===== config.mk =====
export PLATFORM = sky130hd
export DESIGN_NAME = fifo_rr_write_arbiter
export DESIGN_NICKNAME = d
export VERILOG_FILES = /design/src/rtl/fifo_rr_write_arbiter.sv
export SDC_FILE = /design/constraint.sdc
export NUM_CORES = 1
export LEC_CHECK = 0
export ABC_AREA = 0
export CORE_MARGIN = 3
export CORE_UTILIZATION = 40
export CTS_CLUSTER_SIZE = 25
export DETAILED_ROUTE_END_ITERATION = 7
export PLACE_DENSITY = 0.81
export RECOVER_POWER = 50
export SLEW_MARGIN = 30
export SYNTH_ARGS = -nofsm -noshare
export SYNTH_HDL_FRONTEND = slang
export SYNTH_SLANG_ARGS = --single-unit
export TNS_END_PERCENT = 20

===== constraint.sdc =====
create_clock -name clk -period 2.92 [get_ports clk]
set_input_delay 0.876 -clock clk [delete_from_list [all_inputs] [get_ports clk]]
set_output_delay 0.876 -clock clk [all_outputs]
set_load 0.02 [all_outputs]

===== src/rtl/fifo_rr_write_arbiter.sv =====
// Round-robin write arbiter sharing one FIFO write port between NUM_REQ
// valid/ready requesters, with bounded bursts and drain-then-clear flush sequencing.
module fifo_rr_write_arbiter #(
  parameter int unsigned NUM_REQ    = 4,
  parameter int unsigned DATA_WIDTH = 8,
  parameter int unsigned MAX_BURST  = 4
) (
  input  logic                          clk,
  input  logic                          rst,
  input  logic [NUM_REQ*DATA_WIDTH-1:0] req_data,
  input  logic [NUM_REQ-1:0]            req_valid,
  output logic [NUM_REQ-1:0]            req_ready,
  output logic [DATA_WIDTH-1:0]         fifo_in_data,
  output logic                          fifo_in_valid,
  input  logic                          fifo_in_ready,
  output logic                          fifo_clear,
  input  logic                          flush_req,
  output logic [NUM_REQ-1:0]            grant,
  output logic [$clog2(NUM_REQ)-1:0]    grant_id,
  output logic                          busy
);

  localparam int unsigned ID_W  = $clog2(NUM_REQ);
  localparam int unsigned CNT_W = (MAX_BURST > 1) ? $clog2(MAX_BURST) : 1;
  localparam logic [CNT_W-1:0] LAST_BEAT = CNT_W'(MAX_BURST - 1);

  typedef enum logic [1:0] {IDLE, GRANT, FLUSH} state_t;

  state_t                 state;
  state_t                 state_nxt;
  logic [ID_W-1:0]        last_id;
  logic [ID_W-1:0]        pick_id;
  logic                   pick_vld;
  logic [CNT_W-1:0]       beat_cnt;
  logic                   flush_pend;
  logic                   cur_valid;
  logic                   xfer;
  logic                   rel;
  logic [DATA_WIDTH-1:0]  req_data_a [NUM_REQ];

  for (genvar i = 0; i < NUM_REQ; i++) begin : g_unpack
    assign req_data_a[i] = req_data[i*DATA_WIDTH +: DATA_WIDTH];
  end

  assign cur_valid = req_valid[grant_id];
  assign xfer      = (state == GRANT) && cur_valid && fifo_in_ready;
  assign rel       = (state == GRANT) && ((xfer && (beat_cnt == LAST_BEAT)) || !cur_valid);

  // First valid requester after last_id, wrapping modulo NUM_REQ.
  always_comb begin
    pick_vld = 1'b0;
    pick_id  = '0;
    for (int unsigned k = 1; k <= NUM_REQ; k++) begin
      int unsigned idx;
      idx = (32'(last_id) + k) % NUM_REQ;
      if (!pick_vld && req_valid[ID_W'(idx)]) begin
        pick_vld = 1'b1;
        pick_id  = ID_W'(idx);
      end
    end
  end

  always_ff @(posedge clk) begin
    if (rst) state <= IDLE;
    else     state <= state_nxt;
  end

  always_comb begin
    state_nxt = state;
    case (state)
      IDLE: begin
        if (flush_req || flush_pend) state_nxt = FLUSH;
        else if (pick_vld)           state_nxt = GRANT;
      end
      GRANT: begin
        if (rel) state_nxt = (flush_req || flush_pend) ? FLUSH : IDLE;
      end
      FLUSH:   state_nxt = IDLE;
      default: state_nxt = IDLE;
    endcase
  end

  // Zero-latency datapath from the granted requester to the FIFO port.
  always_comb begin
    fifo_in_data  = '0;
    fifo_in_valid = 1'b0;
    req_ready     = '0;
    if (state == GRANT) begin
      fifo_in_data  = req_data_a[grant_id];
      fifo_in_valid = cur_valid;
      req_ready     = grant & {NUM_REQ{fifo_in_ready}};
    end
  end

  always_ff @(posedge clk) begin
    if (rst) begin
      last_id    <= ID_W'(NUM_REQ - 1);
      beat_cnt   <= '0;
      flush_pend <= 1'b0;
      grant      <= '0;
      grant_id   <= '0;
      fifo_clear <= 1'b0;
      busy       <= 1'b0;
    end else begin
      busy       <= (state_nxt != IDLE);
      fifo_clear <= (state_nxt == FLUSH);
      case (state)
        IDLE: begin
          if (state_nxt == GRANT) begin
            grant    <= NUM_REQ'(1) << pick_id;
            grant_id <= pick_id;
            beat_cnt <= '0;
          end
        end
        GRANT: begin
          if (xfer) beat_cnt <= beat_cnt + CNT_W'(1);
          if (flush_req) flush_pend <= 1'b1;
          if (rel) begin
            last_id  <= grant_id;
            grant    <= '0;
            grant_id <= '0;
          end
        end
        FLUSH:   flush_pend <= 1'b0;
        default: ;
      endcase
    end
  end

endmodule


== Yosys cells after proc, flatten, opt, wreduce, memory -nomap -nowiden ==
Cells that the tools add are included.

* $add $sub $neg: 5
* $mul: 0
* Divide/modulo/power cells: 0
* Order comparisons: 6
* Equality and inequality tests: 9
* Shifts and indexed selects: 1
* Multiplexer cells: 40
* Bitwise gates (word level): 2
* Reductions and logical operators: 21

{| class="wikitable"
|+ Operators with widths
! kind !! number
|-
| 2-bit 2-to-1 mux || 12
|-
| 8-bit 2-to-1 mux || 3
|-
| 8-bit binary-select mux with 2-bit select || 1
|-
| 2-bit by 3-bit less-than comparator with 1-bit output (second input constant) || 5
|-
| 4-bit 2-to-1 mux || 3
|-
| 2-bit one-hot mux with 2 select lines || 3
|-
| 1-bit 2-to-1 mux || 11
|-
| 1-bit binary-select mux with 2-bit select || 5
|-
| 2-bit != test (second input constant) || 4
|-
| 4-bit one-hot mux with 2 select lines || 1
|-
| 1-bit logical AND || 7
|-
| 2-bit by 1-bit adder with 2-bit output (second input constant) || 3
|-
| 2-bit equality test (second input constant) || 3
|-
| 3-bit AND reduction || 2
|-
| 2-bit nonzero test || 3
|-
| 2-bit adder (second input constant) || 2
|-
| 4-bit AND || 1
|-
| 2-bit by 1-bit equality test with 1-bit output (second input constant) || 2
|-
| 1-bit logical NOT || 4
|-
| 2-bit AND reduction || 2
|-
| 1-bit by 2-bit << shifter with 4-bit output (first input constant) || 1
|-
| 3-bit greater-or-equal comparator (second input constant) || 1
|-
| 2-bit NOT with 3-bit output || 1
|-
| 2-bit logical NOT || 1
|-
| 2 further kinds || 3
|}

* Register bits after elaboration: 15
* Bits in latches: 0
* Memory bits (writable): 0
* Bits in read-only memories: 0
* Input port bits: 40
* Output and inout port bits: 21
* Memories: 0

== Logic depth before layout (Yosys ltp) ==
Gate-level depths: netlist (run 1).

* Depth in word-level cells: 19
* Gate-level depth with buffers: 5

== Worst setup path before layout (run 1) ==
OpenSTA, ideal clock, no wires.

* Kind: input-to-output
* From: input req_valid[3]
* To: output fifo_in_valid
* Arrival: 1.620 ns
* Path slack: 0.424 ns
* Cell stages on the path: 2
* Buffers on the path: 0
* Path through: mux4_2 and2_1

* Cells in the longest elaborated chain, start to end: 3

{| class="wikitable"
|+ Ends and longest elaborated chain
! item !! RTL line !! source
|-
| from (decl) || 11 || <nowiki>input logic [NUM_REQ-1:0] req_valid,</nowiki>
|-
| 1-bit binary-select mux with 2-bit select || 45 || <nowiki>assign cur_valid = req_valid[grant_id];</nowiki>
|-
| 1-bit 2-to-1 mux (not written as such) || 45 ||
|-
| 1-bit 2-to-1 mux || 88 || <nowiki>if (state == GRANT) begin</nowiki>
|-
| to (decl) || 14 || <nowiki>output logic fifo_in_valid,</nowiki>
|}

Every way passes these cells. The select of a mux whose other input is x is not followed.

== Worst setup path after layout (run 1) ==
* From: input req_data[29]
* To: output fifo_in_data[5]

* Cells in the longest elaborated chain, start to end: 4

{| class="wikitable"
|+ Ends and longest elaborated chain
! item !! RTL line !! source
|-
| from (decl) || 10 || <nowiki>input logic [NUM_REQ*DATA_WIDTH-1:0] req_data,</nowiki>
|-
| 8-bit binary-select mux with 2-bit select || 89 || <nowiki>fifo_in_data = req_data_a[grant_id];</nowiki>
|-
| 8-bit 2-to-1 mux (not written as such) (2 in series) || 89 ||
|-
| 8-bit 2-to-1 mux || 88 ||
|-
| to (decl) || 13 || <nowiki>output logic [DATA_WIDTH-1:0] fifo_in_data,</nowiki>
|}

Every way passes these cells. The select of a mux whose other input is x is not followed.

==> metrics.md, run 1 <==
| Metric | Value |
|---|---|
| Area fraction of the dominant cell type after synthesis | 29.09% |
| Met1 Use GR | 26.58% |
| Met3 usage | 4.368% |
| Critical Path Fanout Max | 1 |
| Min-delay worst type | reg -> reg |
| Global Route Usage Sum | 21.42% |
| Count leader, synth | dfxtp_1 |
| Mean Syn Cell Area | 9.647 sq um |
| WS Path Type | in -> out |
| Syn_nets | 148 |
| Vias in the first global route | 1146 |
| Die H | 56.80 microns |
| Antenna viol nets, final | 0 |
| Placed instance area | 1738 sq um |
| Layout cells sized above 1 | 26.14% |
| Multiplexer share of the synthesized area | 21.70% |
| Die extent in x | 56.80 microns |
| Die area | 3226 sq um |
| GRT overflow | 0 |
| Met2 Use GR | 39.27% |
| R2R depth | 6 |
| Synth cell count leaders | dfxtp_1 (15), and2_1 (9), mux4_2 (9) |
| Netlist cell types | 39 |
| P_int | 0.0004025 W |
| Failing checks | setup timing |
| Worst Setup End Kind | output pin |
| Predominant post-synthesis flop cell | dfxtp_1 |
| Power per cell area | 325.0 nW/um^2 |
| Slew Limit Headroom | 51.78% |
| Clock slew at reported path FFs | 0.09 ns |
| Flop-to-flop setup slack | 0.66 ns |
| Most Crowded Layer GR | met2 |
| Period Utilization, post-route | 101.1% |
| Pwr Total | 0.0005818 W |
| Post-route cell area | 1790 sq um |
| Largest family of logic cells by synthesized area | simple AND/OR/NAND/NOR gates |
| Critical Path Start | req_data[29] |
| EDFF count, synth | 0 |
| Synth Area in Compound Gates | 15.15% |
| Fin crit period | 2.952 ns |
| Detailed Route Iter0 Violations | 80 |
| Count of final hold-check violations | 0 |
| Initial antenna violation count | 0 |
| Synth Register Bits | 15 |
| Buffers added on ports | 60 |
| Final Skew | 0.004751 ns |
| First-pass GRT wire length | 5.478 mm |
| Starting Density | 44.52% |
| Post-synth ARST share | 0% |
| Crit path arrival time | 2.08 ns |
| TritonCTS buffer count | 3 |
| Ports | 61 |
| CTS sink cnt | 15 |
| Setup WS post-layout | -0.03186 ns |
| Synth Area in Simple Gates | 28.97% |
| Psw | 0.0001793 W |
| # rows | 17 |
| Final-stage net count | 218 |
| Clock root buffer | clkbuf_4 |
| Synth Area in Adders | 1.212% |
| Synth Cell Area | 1032 sq um |
| Final WL | 3.506 mm |
| Unrepaired setup endpoints after global routing | yes |
| Fmax | 338.8 MHz |
| DRC | 0 |
| Sequential fraction of the synthesis area | 29.09% |
| Post-Synth XOR/XNOR Area | 0% |
| WL per Instance | 17.19 microns |
| Slew Limit Fails | 0 |
| Vias | 1190 |
| Finish-stage setup viols | 2 |
| CTS tree | built |
| Gate Count Post-Synth | 107 |
| Largest net degree at the start of global routing | 18 |
| Reg-to-reg endpoint | grant[0] |
| H-tree depth | 1 |
| Startpoint Class | input port |
| Sw Share | 30.82% |
| GPL Wtd Cong | 0.7955 |
| Pleak | 0.8393 nW |
| First-pass iteration count of the detailed router | 4 |
| DPL Wire Length | 2.780 mm |
| Outcome | finished, violations left |
| Clock Path Buffers | 2 |
| Final Util | 77.23% |
| CP Data Required Time | 2.04 ns |
| Reg2reg start | grant_id[0] |
| Clock Power Share | 21.1% |
| Peak VDD IR | 335.2 uV |
| Worst-margin pin slew | 0.7217 ns |
| Antenna Cells | 0 |
| Place WS | -0.4539 ns |
| Total core area | 2318 sq um |
| Layout area overhead | 73.45% |
| Critical path endpoint | fifo_in_data[5] |
| Seq pwr share | 39.6% |
| Yosys top cell by area | dfxtp_1 |
| Combinational power share | 39.3% |
| Vias per cell | 5.833 |
| Fill cells | 178 |
| Synthesis Warnings | 0 |
| Clock Latency Late Sink | 0.29 ns |
| Max-cap viol count | 0 |
| Area contributors post-synth | dfxtp_1 (29%), mux4_2 (20%), and2_1 (5.5%), nand3b_1 (5.1%), and3_1 (3.0%) |
-- how the worst min path moves through the flow --
stage	slack (ns)	depth (start not counted)	start	endpoint
floorplan	0.46	2	beat_cnt[1]	beat_cnt[1]
global placement	0.47	2	beat_cnt[1]	beat_cnt[1]
detailed placement	0.50	2	flush_pend	flush_pend
CTS	0.51	2	flush_pend	flush_pend
global route	0.54	2	grant[1]	grant[1]
finish	0.51	2	flush_pend	flush_pend
-- registers in the layout, indices dropped and copies added, names as in the netlist --
name,flops
beat_cnt,2
busy,1
fifo_clear,1
flush_pend,1
grant,4
grant_id,2
last_id,2
state,2
-- power by group through the flow --
stage | clock [W] | combinational [W] | sequential (W)
after detailed placement | 0 | 0.000230 | 0.000235
final | 0.000123 | 0.000229 | 0.000230
after global routing | 0.000138 | 0.000244 | 0.000232
after global placement | 0 | 0.000223 | 0.000234
after floorplan | 0 | 0.000101 | 0.000240
after CTS | 0.000123 | 0.000228 | 0.000230
-- cells in the final DEF (no fill, tap or decap), types with 2 or more instances in the layout --
cell type and count:
dlymetal6s2s_1 12, buf_4 12, nor4_1 3, inv_1 2, nand3b_1 7, o21ai_0 2
o21ai_1 2, nor2_1 2, clkbuf_4 4, a31oi_1 2, nor2b_1 3, nor3_1 2
dlygate4sd3_1 8, dlygate4sd2_1 4, nand2_1 6, buf_2 3, buf_6 4, or4_1 2
and2_1 3, mux4_2 9, a21oi_1 4, nand2b_1 2, and2_4 6, o22ai_1 3
clkdlybuf4s50_1 27, dfxtp_1 15, and3_1 5
-- per-layer routing --
layer	wire, microns	share of wire, %
met5	0	0
met4	46	1.3
met3	204	5.8
met2	1833	52
met1	1421	41
-- layout make-up --
cell class / instances / area, sq um / share of cell area (%)
repair buffers: 73 / 716.9 / 40.04
multi-input cells: 82 / 703.2 / 39.27
flip-flops and latches: 15 / 300.3 / 16.77
well taps: 28 / 35.03 / 1.957
clock buffers: 3 / 22.52 / 1.258
inverters: 2 / 7.507 / 0.4193
clock inverters: 1 / 5.005 / 0.2795
-- logic make-up (layout without fill, tap and decap cells) --
logic type | count (synthesis) | count (layout)
and+or+nand+nor | 48 | 48
DFF | 15 | 15
buffers and inverters | 10 | 79
AOI/OAI and AO/OA | 22 | 22
muxes | 11 | 11
adders and majority gates | 1 | 1
-- critical path, cell delays in order --
cell             delay (ns)
clkdlybuf4s50_1        0.40
mux4_2                 0.47
and2_1                 0.17
buf_2                  0.15
-- what timing repair did --
action	in CTS	in global routing
endpoints found under the setup margin	13	9
hold buffers	0	0
pin swaps	1	0
setup buffers	0	1
gates resized for setup	44	24
-- per-stage QoR --
step	setup TNS (ns)	instances	hold WS (ns)
after floorplan	0	107	0.4557
after global placement	-3.966	199	0.4693
after detailed placement	-4.306	199	0.4983
after CTS	-0.2777	203	0.5130
after global routing	-0.2029	204	0.5405
final	-0.04623	204	0.5102
Note: power is estimated with default switching activity, not from simulation.
==> run 2, diff against run 1 <==
- TNS_END_PERCENT: 20 -> 1
==> metrics.md, run 2 (synthesis results as in run 1) <==
| Metric | Value |
|---|---|
| Vias in the first global route | 1143 (was 1146) |
| Peak VDD IR | 337.5 uV (was 335.2 uV) |
| R2R depth | 6 (unchanged) |
| Failing checks | setup timing (unchanged) |
| Die extent in x | 56.80 microns (unchanged) |
| Crit path arrival time | 2.08 ns (about the same) |
| DPL Wire Length | 2.780 mm (unchanged) |
| Worst-margin pin slew | 0.7280 ns (was 0.7217 ns) |
| Clock Latency Late Sink | 0.29 ns (about the same) |
| Max reg flops | 4 (unchanged) |
| Max-cap viol count | 0 (unchanged) |
| Place WS | -0.4539 ns (unchanged) |
| Reg-to-reg endpoint | grant[0] (unchanged) |
| Sw Share | 31.01% (was 30.82%) |
| WL per Instance | 17.29 microns (was 17.19 microns) |
| Unrepaired setup endpoints after global routing | yes (unchanged) |
| CTS sink cnt | 15 (unchanged) |
| CTS tree | built (unchanged) |
| Outcome | finished, violations left (unchanged) |
| Detailed Route Iter0 Violations | 78 (was 80) |
| Power per cell area | 325.3 nW/um^2 (was 325.0 nW/um^2) |
| Hold Path Stages | 2 (unchanged) |
| Count of final hold-check violations | 0 (unchanged) |
| Flop-to-flop setup slack | 0.65 ns (was 0.66 ns) |
| Final WL | 3.528 mm (was 3.506 mm) |
| Total core area | 2318 sq um (unchanged) |
| CP Data Required Time | 2.04 ns (about the same) |
| Slew Limit Fails | 0 (unchanged) |
| Layout cells sized above 1 | 26.14% (unchanged) |
| Clock root buffer | clkbuf_4 (unchanged) |
| Starting Density | 44.52% (unchanged) |
| Worst Setup End Kind | output pin (unchanged) |
| # rows | 17 (unchanged) |
| Antenna viol nets, final | 0 (unchanged) |
| Min-delay worst type | reg -> reg (unchanged) |
| WS Path Type | in -> out (unchanged) |
| Fmax | 338.6 MHz (was 338.8 MHz) |
| Largest Register | grant (unchanged) |
| Die H | 56.80 microns (unchanged) |
| Initial antenna violation count | 0 (unchanged) |
| Pwr Total | 0.0005832 W (was 0.0005818 W) |
| Period Utilization, post-route | 101.1% (about the same) |
| First-pass GRT wire length | 5.520 mm (was 5.478 mm) |
| First-pass iteration count of the detailed router | 4 (unchanged) |
| Buffers added on ports | 60 (unchanged) |
| GRT overflow | 0 (unchanged) |
| Final Util | 77.33% (was 77.23%) |
| Critical Path Fanout Max | 1 (unchanged) |
| WL met3 | 177 microns (was 204 microns) |
| Psw | 0.0001809 W (was 0.0001793 W) |
| Top Layer Used | met4 (unchanged) |
| Largest net degree at the start of global routing | 18 (unchanged) |
| Final Skew | 0.004058 ns (was 0.004751 ns) |
| Startpoint Class | input port (unchanged) |
| Vias | 1187 (was 1190) |
| Global Route Usage Sum | 21.56% (was 21.42%) |
| Seq pwr share | 39.5% (was 39.6%) |
| Critical Path Start | req_data[29] (unchanged) |
| Most frequent cells in the layout | clkdlybuf4s50_1 (26), dfxtp_1 (15), dlymetal6s2s_1 (13), buf_4 (12), mux4_2 (9) (was clkdlybuf4s50_1 (27), dfxtp_1 (15), dlymetal6s2s_1 (12), buf_4 (12), mux4_2 (9)) |
| Final-stage net count | 218 (unchanged) |
| P_int | 0.0004023 W (was 0.0004025 W) |
| Layout area overhead | 73.70% (was 73.45%) |
| Clock Path Buffers | 2 (unchanged) |
| DRC | 0 (unchanged) |
| Fin crit period | 2.953 ns (was 2.952 ns) |
| Clock slew at reported path FFs | 0.09 ns (about the same) |
| Antenna Cells | 0 (unchanged) |
| Clock Power Share | 21.3% (was 21.1%) |
| H-tree depth | 1 (unchanged) |
| Setup WS post-layout | -0.03301 ns (was -0.03186 ns) |
| WL met1 | 1.406 mm (was 1.421 mm) |
| Hold path endpoint | flush_pend (unchanged) |
| Combinational power share | 39.2% (was 39.3%) |
| Ports | 61 (unchanged) |
| Slew Limit Headroom | 51.37% (was 51.78%) |
| Pleak | 0.8485 nW (was 0.8393 nW) |
| Hold Path Origin | flush_pend (unchanged) |
| Vias per cell | 5.819 (was 5.833) |
| Routed wl met2 | 1.924 mm (was 1.833 mm) |
| Reg2reg start | grant_id[0] (unchanged) |
| TritonCTS buffer count | 3 (unchanged) |
| Most common cell after layout, fill and taps aside | clkdlybuf4s50_1 (unchanged) |
| Finish-stage setup viols | 2 (unchanged) |
| GPL Wtd Cong | 0.7955 (unchanged) |
| Die area | 3226 sq um (unchanged) |
run 2: changes by cell type in the layout (fill, tap and decap cells not counted), sizes merged:
cell,change
dlymetal6s2s,+1
clkdlybuf4s50,-1
run 2: power groups by stage:
stage / combinational [W] / clock (W) / sequential, W
after floorplan: 0.000101 / 0 / 0.000240
after global placement: 0.000223 / 0 / 0.000234
after detailed placement: 0.000230 / 0 / 0.000235
after CTS: 0.000226 / 0.000123 / 0.000230
after global routing: 0.000244 / 0.000138 / 0.000232
final: 0.000229 / 0.000124 / 0.000230
run 2: stage by stage:
step / instance area (sq um) / cells / hold slack [ns] / setup TNS, ns
finish: 1793 / 204 / 0.5107 / -0.04901
global route: 1793 / 204 / 0.5404 / -0.2197
CTS: 1729 / 203 / 0.5130 / -0.3072
detailed placement: 1738 / 199 / 0.4983 / -4.306
global placement: 1738 / 199 / 0.4693 / -3.966
floorplan: 1032 / 107 / 0.4557 / 0
run 2: worst max-delay path by stage:
stage / to / slack [ns] / cells after the start
5_1_grt: fifo_in_data[5] / -0.07 / 4
6_report: fifo_in_data[5] / -0.03 / 4
2_1_floorplan: fifo_in_valid / 0.42 / 2
3_5_place_dp: fifo_in_valid / -0.45 / 4
3_3_place_gp: fifo_in_valid / -0.44 / 4
4_1_cts: fifo_in_data[2] / -0.15 / 4
run 2: area by class of cell:
class	instances	area, sq um
Tap cell	28	35.03
Sequential cell	15	300.3
Multi-Input combinational cell	82	703.2
Inverter	2	7.507
Clock inverter	1	5.005
Fill cell	177	525.5
Clock buffer	3	22.52
Timing Repair Buffer	73	719.4
run 2: metal layers:
| layer | GRT usage [%] | up-vias |
|---|---|---|
| met2 | 39.27 | 49 |
| li1 | - | 553 |
| met1 | 27.29 | 579 |
| met3 | 3.908 | 6 |
| met4 | 1.987 | 0 |
| met5 | 0 | - |
run 2: what timing repair did:
| item | CTS | global route |
|---|---|---|
| pin swaps | 0 | 1 |
| hold buffers | 0 | 0 |
| setup buffers | 0 | 1 |
| setup endpoints to repair | 13 | 9 |
| resized for setup | 41 | 28 |
run 2: critical path, stage by stage:
cell and delay [ns]:
clkdlybuf4s50_1 0.40, mux4_2 0.47, and2_1 0.17, buf_2 0.15
